--- src/rtl/fifo_stream_reader.sv ---
// fifo_stream_reader: prefetching reader that drains a RAM FIFO into a 2-entry output buffer with valid/ready delivery
module fifo_stream_reader #(
   parameter int WIDTH = 8,
   parameter int CNT_W = 16
) (
   input  logic             clk,
   input  logic             res,
   input  logic             fifo_empty,
   input  logic [WIDTH-1:0] fifo_rdata,
   output logic             fifo_shift_out,
   input  logic             flush,
   output logic             out_valid,
   input  logic             out_ready,
   output logic [WIDTH-1:0] out_data,
   output logic [CNT_W-1:0] words_out
);
   logic [1:0]       occ_q, occ_d, occ_p;
   logic             infl_q;
   logic [WIDTH-1:0] b0_q, b0_d, b1_q, b1_d;
   logic [CNT_W-1:0] cnt_q, cnt_d;
   logic             pop;
   logic [2:0]       lvl;

   assign out_valid = occ_q != 2'd0;
   assign out_data  = b0_q;
   assign words_out = cnt_q;
   assign pop       = out_valid & out_ready;
   // pop implies occ_q >= 1, so this never underflows; the level counts the in-flight word as already buffered
   assign lvl       = {1'b0, occ_q} + {2'b0, infl_q} - {2'b0, pop};
   assign fifo_shift_out = !fifo_empty & !flush & !res & (lvl < 3'd2);

   // shift out the head on pop, then land the in-flight word right behind the last valid entry
   always_comb begin
      occ_p = occ_q - {1'b0, pop};
      b0_d  = (infl_q && occ_p == 2'd0) ? fifo_rdata : (pop ? b1_q : b0_q);
      b1_d  = (infl_q && occ_p != 2'd0) ? fifo_rdata : b1_q;
      occ_d = flush ? 2'd0 : occ_p + {1'b0, infl_q};
      cnt_d = flush ? cnt_q : cnt_q + CNT_W'(pop);
   end

   // state registers; a read in flight at reset or flush is simply forgotten
   always_ff @(posedge clk or posedge res) begin
      if (res) begin
         occ_q  <= '0;
         infl_q <= 1'b0;
         b0_q   <= '0;
         b1_q   <= '0;
         cnt_q  <= '0;
      end else begin
         occ_q  <= occ_d;
         infl_q <= fifo_shift_out;
         b0_q   <= b0_d;
         b1_q   <= b1_d;
         cnt_q  <= cnt_d;
      end
   end
endmodule

--- config.mk ---
export PLATFORM = sky130hd
export DESIGN_NAME = fifo_stream_reader
export DESIGN_NICKNAME = d
export VERILOG_FILES = /design/src/rtl/fifo_stream_reader.sv
export SDC_FILE = /design/constraint.sdc
export NUM_CORES = 1
export LEC_CHECK = 0
export ABC_CLOCK_PERIOD_IN_PS = 4100
export CORE_MARGIN = 3
export CORE_UTILIZATION = 45
export CTS_CLUSTER_DIAMETER = 100
export DETAILED_ROUTE_END_ITERATION = 10
export PLACE_DENSITY = 0.83
export SLEW_MARGIN = 10
export SYNTH_ARGS = -nofsm -noshare
export SYNTH_HDL_FRONTEND = slang
export SYNTH_SLANG_ARGS = --single-unit
--- constraint.sdc ---
create_clock -name clk -period 4.1 [get_ports clk]
set_clock_uncertainty 0.2 [all_clocks]
set_input_delay 1.025 -clock clk [delete_from_list [all_inputs] [get_ports clk]]
set_output_delay 1.025 -clock clk [all_outputs]
set_load 0.005 [all_outputs]
==> results of run 1 <==
-- how the worst max path moves through the flow --
stage	from	to	slack [ps]
floorplan	res	fifo_shift_out	750
global placement	out_ready	fifo_shift_out	-100
detailed placement	out_ready	fifo_shift_out	-140
CTS	out_ready	fifo_shift_out	120
global route	out_ready	fifo_shift_out	20
finish	out_ready	fifo_shift_out	150
-- critical path, delay by kind of cell --
family	cells	cell delay [ps]
buffers and inverters	3	900
AND/OR/NAND/NOR	3	380
adder cells (fa/ha/maj)	1	430
-- cell families after synthesis --
| family | share of synthesized area (%) |
|---|---|
| XOR/XNOR | 10.24 |
| multiplexers | 11.95 |
| adder cells (fa/ha/maj) | 4.345 |
| flip-flops | 54.31 |
| AO/OA/AOI/OAI | 3.646 |
| buffers and inverters | 2.172 |
| AND/OR/NAND/NOR | 13.35 |
-- where the power goes --
group / internal [mW] / total, mW / switching, mW / leakage [nW]
Clock: 0.0794 / 0.185 / 0.105 / 0.0341
Combinational: 0.294 / 0.486 / 0.192 / 0.561
Sequential: 0.454 / 0.529 / 0.0752 / 0.449
-- cell type report --
cell class | count | area share (%)
clock buffers | 6 | 2.408
clock inverters | 1 | 0.2349
inverters | 6 | 1.057
multi-input cells | 89 | 32.94
flip-flops and latches | 35 | 41.10
well taps | 46 | 2.701
repair buffers | 43 | 19.55
-- through the flow --
step	cells	setup slack, ps	setup TNS (ps)	util [%]	hold slack (ps)
2_1_floorplan	132	753.1	0	-	264.7
3_3_place_gp	218	-104.6	-104.6	61.02	260.3
3_5_place_dp	218	-139.8	-139.8	61.02	272.3
4_1_cts	226	122.4	0	62.86	285.0
5_1_grt	226	22.68	0	62.86	321.0
6_report	226	148.8	0	62.86	279.9
-- layer usage --
metal,track usage [%],vias up
met4,3.886,0
li1,-,548
met5,0,-
met3,7.143,2
met1,16.39,556
met2,27.91,34
-- what timing repair did --
action                                  4_1_cts  5_1_grt
buffers inserted                              1        0
resized for setup                             1        0
endpoints found under the setup margin        1        0
endpoints found under the hold margin         0        0
-- state kept, by name, summed over array words and instances (netlist names) --
| register | count |
|---|---|
| words_out | 16 |
| b1_q | 8 |
| infl_q | 1 |
| out_data | 8 |
| occ_q | 2 |
-- layout by cell type (no fill, tap or decap), drive strengths merged --
cell type       n
dfrtp          35
or2             1
nand2           6
and4b           1
nor3            1
a21boi          1
xor2            9
nand4           3
mux2           10
nor2b           1
nand2b          1
clkbuf          6
xnor2           9
nor2           16
inv             6
a21oi           8
nand3           4
and4            3
fa              1
clkdlybuf4s50  37
mux2i           8
and3            1
clkinv          1
ha              4
dlygate4sd2     1
buf             5
and3b           1
==> results by group, run 1 <==
Run status
  – Status: completed

Clocking
  – Clk root buf: clkbuf_4
  – # hold bufs at CTS: 0
  – Total CTS buffers: 5
  – # H-tree levels: 2
  – # clock sinks: 35
  – Clock Latency Late Sink: 320 ps
  – Deepest clock path buffer count: 2
  – CTS tree: done
  – Clock slew at reported path FFs: 90 ps

Die
  – Die Width: 65.87 um
  – Initial core utilization: 47.58%
  – Total die area: 4338 sq um
  – Cell Rows: 21
  – Die Ht: 65.87 um
  – Core box area: 3390 sq um
  – Io pins: 39

Worst setup path
  – Worst reg2reg endpoint: out_data[1]
  – R2R Setup Slk: 1270 ps
  – R2r worst-path depth: 9
  – Worst EP arrival: 2730 ps
  – Critical path type: in -> out
  – Critical path endpoint category: primary output
  – CP max FO: 2
  – CP required: 2870 ps
  – Largest stage delay on the critical path: 500 ps
  – CP max-delay cell: clkdlybuf4s50_1
  – Origin of the critical flop-to-flop path: occ_q[1]
  – CP startpoint kind: input port
  – Sequence of cells on the critical path: clkdlybuf4s50_1 -> buf_4 -> nand2_4 -> nor2_1 -> fa_1 -> and4_1 -> dlygate4sd2_1

Route
  – Max layer used: met4
  – Final WL: 2942 um
  – 1st-iter DRT viols: 33
  – Met3 Wirelength: 219 um
  – Vias: 1140
  – Pre-antenna DRT Iters: 4
  – WL/cell: 13.02 um
  – Metal1 wirelength: 1204 um
  – Routed wl met2: 1506 um
  – Vias per inst: 5.044
  – Drt drc: 0
  – Routed Antenna Nets: 0

STA
  – Minimum clock period: 3951 ps
  – Slew @ Worst Pin: 580.5 ps
  – FMAX: 0.2531 GHz
  – RSZ-0062 raised after global routing: no
  – Slew Limit Fails: 0
  – Tcrit/Tclk final: 96.37%
  – Final setup fails: 0
  – Max_slew headroom: 61.19%
  – Final hold vios: 0

Final layout
  – Layout Nets: 198
  – FF+latch area: 875.8 sq um
  – Footprint of the multi-input gates: 701.9 sq um
  – Post-Layout Inst Area: 2131 sq um
  – Fillers: 268
  – Synth-to-layout area growth: 32.12%
  – N_diodes: 0
  – Layout cells sized above 1: 15.56%

Yosys
  – Post-Synthesis Cells: 132
  – Synth Warn #: 0
  – Syn_area_per_cell: 12.22 sq um
  – Ys async rst share: 100.0%
  – Synth area leaders: dfrtp_1 (54%), mux2_2 (7.0%), mux2i_1 (5.0%), xor2_1 (4.9%), xnor2_1 (4.3%)
  – Post-synth net total: 150
  – Commonest cells post-synth: dfrtp_1 (35), nor2_1 (16), mux2_2 (10)
  – Synth Cell Area: 1613 sq um
  – Count leader, synth: dfrtp_1
  – Yosys cell types: 27
  – Synth top area share: 54.31%
  – Seq/Total Area, Yosys: 54.31%
  – Number of synthesized flops with an enable pin: 0
  – #FFs+latches synth: 35
  – Synth Flop Type: dfrtp_1
  – Largest area contributor in the netlist: dfrtp_1

Power and ir drop
  – Power Density: 563.3 nW/um^2
  – Max IR drop VDD: 0.0003226 V
  – Static Leak: 1.044 nW
  – Pwr Total: 1.200 mW

Global route
  – Initial antenna violation count: 0
  – Gr usage total: 15.58%
  – Maximum number of pins on one net before global-route repair: 36
  – Vias in the first global route: 1187
  – Total grt overflow: 0
  – First-pass GRT wire length: 5064 um

Place
  – Post-DP HPWL: 2270 um
  – Routability Congestion: 0.8018
  – Placed inst area: 2068 sq um
  – PortBufs: 38

Worst hold path
  – Worst hold path class: reg -> reg
  – Hold path cells: 1
  – HP Start: words_out[15]
  – WHS Endpoint: words_out[15]

Run
  – Max-Cap Viols: 0
(Power assumes the default switching activity.)
==> inputs of run 2 (changes only) <==
--- a/config.mk
+++ b/config.mk
@@ -5,12 +5,13 @@
 export SDC_FILE = /design/constraint.sdc
 export NUM_CORES = 1
 export LEC_CHECK = 0
-export ABC_CLOCK_PERIOD_IN_PS = 4100
+export ABC_AREA = 1
+export ABC_CLOCK_PERIOD_IN_PS = 4300
 export CORE_MARGIN = 3
 export CORE_UTILIZATION = 45
 export CTS_CLUSTER_DIAMETER = 100
 export DETAILED_ROUTE_END_ITERATION = 10
-export PLACE_DENSITY = 0.83
+export PLACE_DENSITY = 0.82
 export SLEW_MARGIN = 10
 export SYNTH_ARGS = -nofsm -noshare
 export SYNTH_HDL_FRONTEND = slang
==> constraint.sdc (replaced) <==
create_clock -name clk -period 4.3 [get_ports clk]
set_clock_uncertainty 0.2 [all_clocks]
set_input_delay 1.075 -clock clk [delete_from_list [all_inputs] [get_ports clk]]
set_output_delay 1.075 -clock clk [all_outputs]
set_load 0.005 [all_outputs]
==> run 2 against run 1 <==
Effect of this change: highest routed layer unchanged; cell area rose by 11%; largest power group unchanged; sequential power fell by 9.1%; global-route usage increased by 3.8 points; wire length increased by 28%; final cell count increased by 28%.
==> results by group, run 2 <==
Worst setup path
  – CP max FO: 2 (unchanged)
  – Largest stage delay on the critical path: 530 ps (+30 ps)
  – Worst EP arrival: 2800 ps (+70 ps)
  – R2r worst-path depth: 10 (+1)
  – Sequence of cells on the critical path: dlymetal6s2s_1 -> inv_2 -> nor2_4 -> inv_2 -> nor2_4 -> buf_4 -> buf_4 -> fa_2 -> nand2_2 -> nor4_4 -> buf_4 -> buf_2
  – CP max-delay cell: fa_2
  – Critical path endpoint category: primary output
  – Most used cell, CP: buf_4
  – R2R Setup Slk: 1840 ps (+570 ps)
  – Worst reg2reg endpoint: infl_q
  – CP startpoint kind: input port
  – Origin of the critical flop-to-flop path: occ_q[1]
  – Critical path type: in -> out
  – CP required: 3020 ps (+150 ps)

STA
  – FMAX: 0.2457 GHz
  – Final hold vios: 0 (unchanged)
  – Slew @ Worst Pin: 641.6 ps (+61.09 ps)
  – Final setup fails: 0 (unchanged)
  – Total negative setup slack: 0 ps (unchanged)
  – Minimum clock period: 4070 ps
  – Slew Limit Fails: 0 (unchanged)
  – Tcrit/Tclk final: 94.66%
  – RSZ-0062 raised after global routing: no
  – Max_slew headroom: 57.18% (-4.0 points)

Final layout
  – Finished Core Util: 67.53% (+4.7 points)
  – Layout cells sized above 1: 13.93% (-1.6 points)
  – Non-Filler Instances: 290 (+28%)
  – Max reg flops: 16 (unchanged)
  – Post-Layout Inst Area: 2360 sq um (+11%)
  – Layout Nets: 261 (+32%)
  – Synth-to-layout area growth: 38.27%
  – Highest-count cells in the layout ignoring fill and taps: nand2_1 (50), nand3_1 (36), clkdlybuf4s50_1 (36)
  – N_diodes: 0 (unchanged)
  – Most common cell after layout, fill and taps aside: nand2_1

Yosys
  – Post-Synthesis Cells: 193 (+46%)
  – Synth area leaders: dfrtp_1 (51%), nand2_1 (11%), nand3_1 (11%), inv_1 (4.2%), xnor2_1 (3.6%)
  – Ys async rst share: 100.0% (unchanged)
  – Yosys cell types: 23 (-15%)
  – Commonest cells post-synth: nand2_1 (51), nand3_1 (36), dfrtp_1 (35)
  – Synth Warn #: 0 (unchanged)
  – Synth Flop Type: dfrtp_1
  – Seq/Total Area, Yosys: 51.32% (-3.0 points)
  – Synth Cell Area: 1707 sq um (+5.8%)
  – Syn_area_per_cell: 8.843 sq um (-28%)
  – Number of synthesized flops with an enable pin: 0 (unchanged)
  – Count leader, synth: nand2_1
  – Post-synth net total: 211 (+41%)
  – Largest area contributor in the netlist: dfrtp_1
  – #FFs+latches synth: 35 (unchanged)
  – Synth top area share: 51.32% (-3.0 points)

Clocking
  – # hold bufs at CTS: 0 (unchanged)
  – Clock slew at reported path FFs: 80 ps (about the same)
  – Deepest clock path buffer count: 2 (unchanged)
  – Clock Latency Late Sink: 300 ps (-20 ps)
  – Clk root buf: clkbuf_8
  – # H-tree levels: 2 (unchanged)
  – # clock sinks: 35 (unchanged)
  – CTS tree: done
  – Total CTS buffers: 5 (unchanged)

Place
  – Post-placement cell count: 280 (+28%)
  – Placed inst area: 2166 sq um (+4.7%)
  – PortBufs: 38 (unchanged)
  – Post-DP HPWL: 2650 um (+17%)
  – Routability Congestion: 0.8236 (+2.7%)

Die
  – Io pins: 39 (unchanged)
  – Total die area: 4568 sq um (+5.3%)
  – Die Width: 67.59 um (+2.6%)
  – Core box area: 3495 sq um (+3.1%)
  – Initial core utilization: 48.84% (+1.3 points)
  – Cell Rows: 21 (unchanged)
  – Die Ht: 67.59 um (+2.6%)

Route
  – Pre-antenna DRT Iters: 5 (+1)
  – Final WL: 3776 um (+28%)
  – Vias per inst: 4.903 (-2.8%)
  – WL/cell: 13.02 um (about the same)
  – Routed Antenna Nets: 0 (unchanged)
  – Vias: 1422 (+25%)
  – 1st-iter DRT viols: 86 (+160%)
  – Drt drc: 0 (unchanged)

Global route
  – First-pass GRT wire length: 6479 um (+28%)
  – Initial antenna violation count: 0 (unchanged)
  – Maximum number of pins on one net before global-route repair: 19 (-47%)
  – Total grt overflow: 0 (unchanged)
  – Gr usage total: 19.33% (+3.8 points)
  – Vias in the first global route: 1453 (+22%)

Power and ir drop
  – Static Leak: 1.146 nW (+9.9%)
  – Max IR drop VDD: 0.0003032 V (-6.0%)
  – Power Density: 553.8 nW/um^2 (-1.7%)

Run status
  – Status: completed

Worst hold path
  – Worst hold path class: reg -> reg
  – Hold path cells: 2 (+1)
  – WHS Endpoint: b1_q[5]
  – HP Start: b1_q[5]

Run
  – Max-Cap Viols: 0 (unchanged)
## run 2: cell types whose count changed in the layout (fill, tap and decap cells not counted), sizes merged, moves of 2 or more
cell    change
a21oi       -8
and4        -3
buf         +4
bufinv      +2
inv        +16
mux2       -10
mux2i       -8
nand2      +47
nand3      +34
xor2        -3
## run 2: worst max path at each step
stage          depth (start not counted)      start  slack (ps)             end
2_1_floorplan                          8  out_ready         580  fifo_shift_out
3_3_place_gp                          11  out_ready        -400  fifo_shift_out
3_5_place_dp                          11  out_ready        -480  fifo_shift_out
4_1_cts                               11  out_ready          30  fifo_shift_out
5_1_grt                               12  out_ready         140  fifo_shift_out
6_report                              12  out_ready         230  fifo_shift_out
## run 2: power breakdown
group / leakage [nW] / switching [mW] / total (mW) / internal [mW]
sequential: 0.452 / 0.0658 / 0.481 / 0.415
combinational: 0.630 / 0.236 / 0.469 / 0.233
clock: 0.0644 / 0.126 / 0.357 / 0.231
## run 2: cell type report
class | instances | area, sq um
clock buffer | 5 | 68.82
clock inverter | 3 | 67.56
fill | 294 | 1135
inverter | 22 | 82.58
multi-input combinational | 133 | 765.7
sequential | 35 | 875.8
tap | 46 | 57.56
timing repair buffer | 46 | 441.7
## run 2: repair_timing
item | in CTS | in global routing
pin swaps | 5 | 1
setup endpoints to repair | 1 | 1
cloned | 0 | 0
setup buffers | 1 | 1
gates resized for setup | 13 | 5
## run 2: kinds of logic after synthesis
family	share of synthesized area (%)
adder cells (fa/ha/maj)	4.106
AND/OR/NAND/NOR	30.42
XOR/XNOR	7.625
AO/OA/AOI/OAI	0.2930
flip-flops	51.32
buffers and inverters	6.232
## run 2: metrics by stage
stage / power, mW / worst slack [ps] / hold slack (ps)
2_1_floorplan: 0.7297 / 576.7 / 242.7
3_3_place_gp: 0.9026 / -404.5 / 253.7
3_5_place_dp: 0.9204 / -478.3 / 259.9
4_1_cts: 1.303 / 26.46 / 279.1
5_1_grt: 1.403 / 135.2 / 298.3
6_report: 1.307 / 229.6 / 276.3
## run 2: worst max-delay path, delay by kind of cell
family / cells / cell delay [ps]
buf+inv: 7 / 780
fa+ha+maj: 1 / 530
simple gates: 4 / 420
## run 2: routing by layer
metal	up-vias	global-route usage (%)	part of all wire (%)
met5	-	0	0
met4	0	8.101	1.8
met3	8	6.323	5.7
met2	43	31.47	48
met1	656	23.38	45
li1	715	-	-
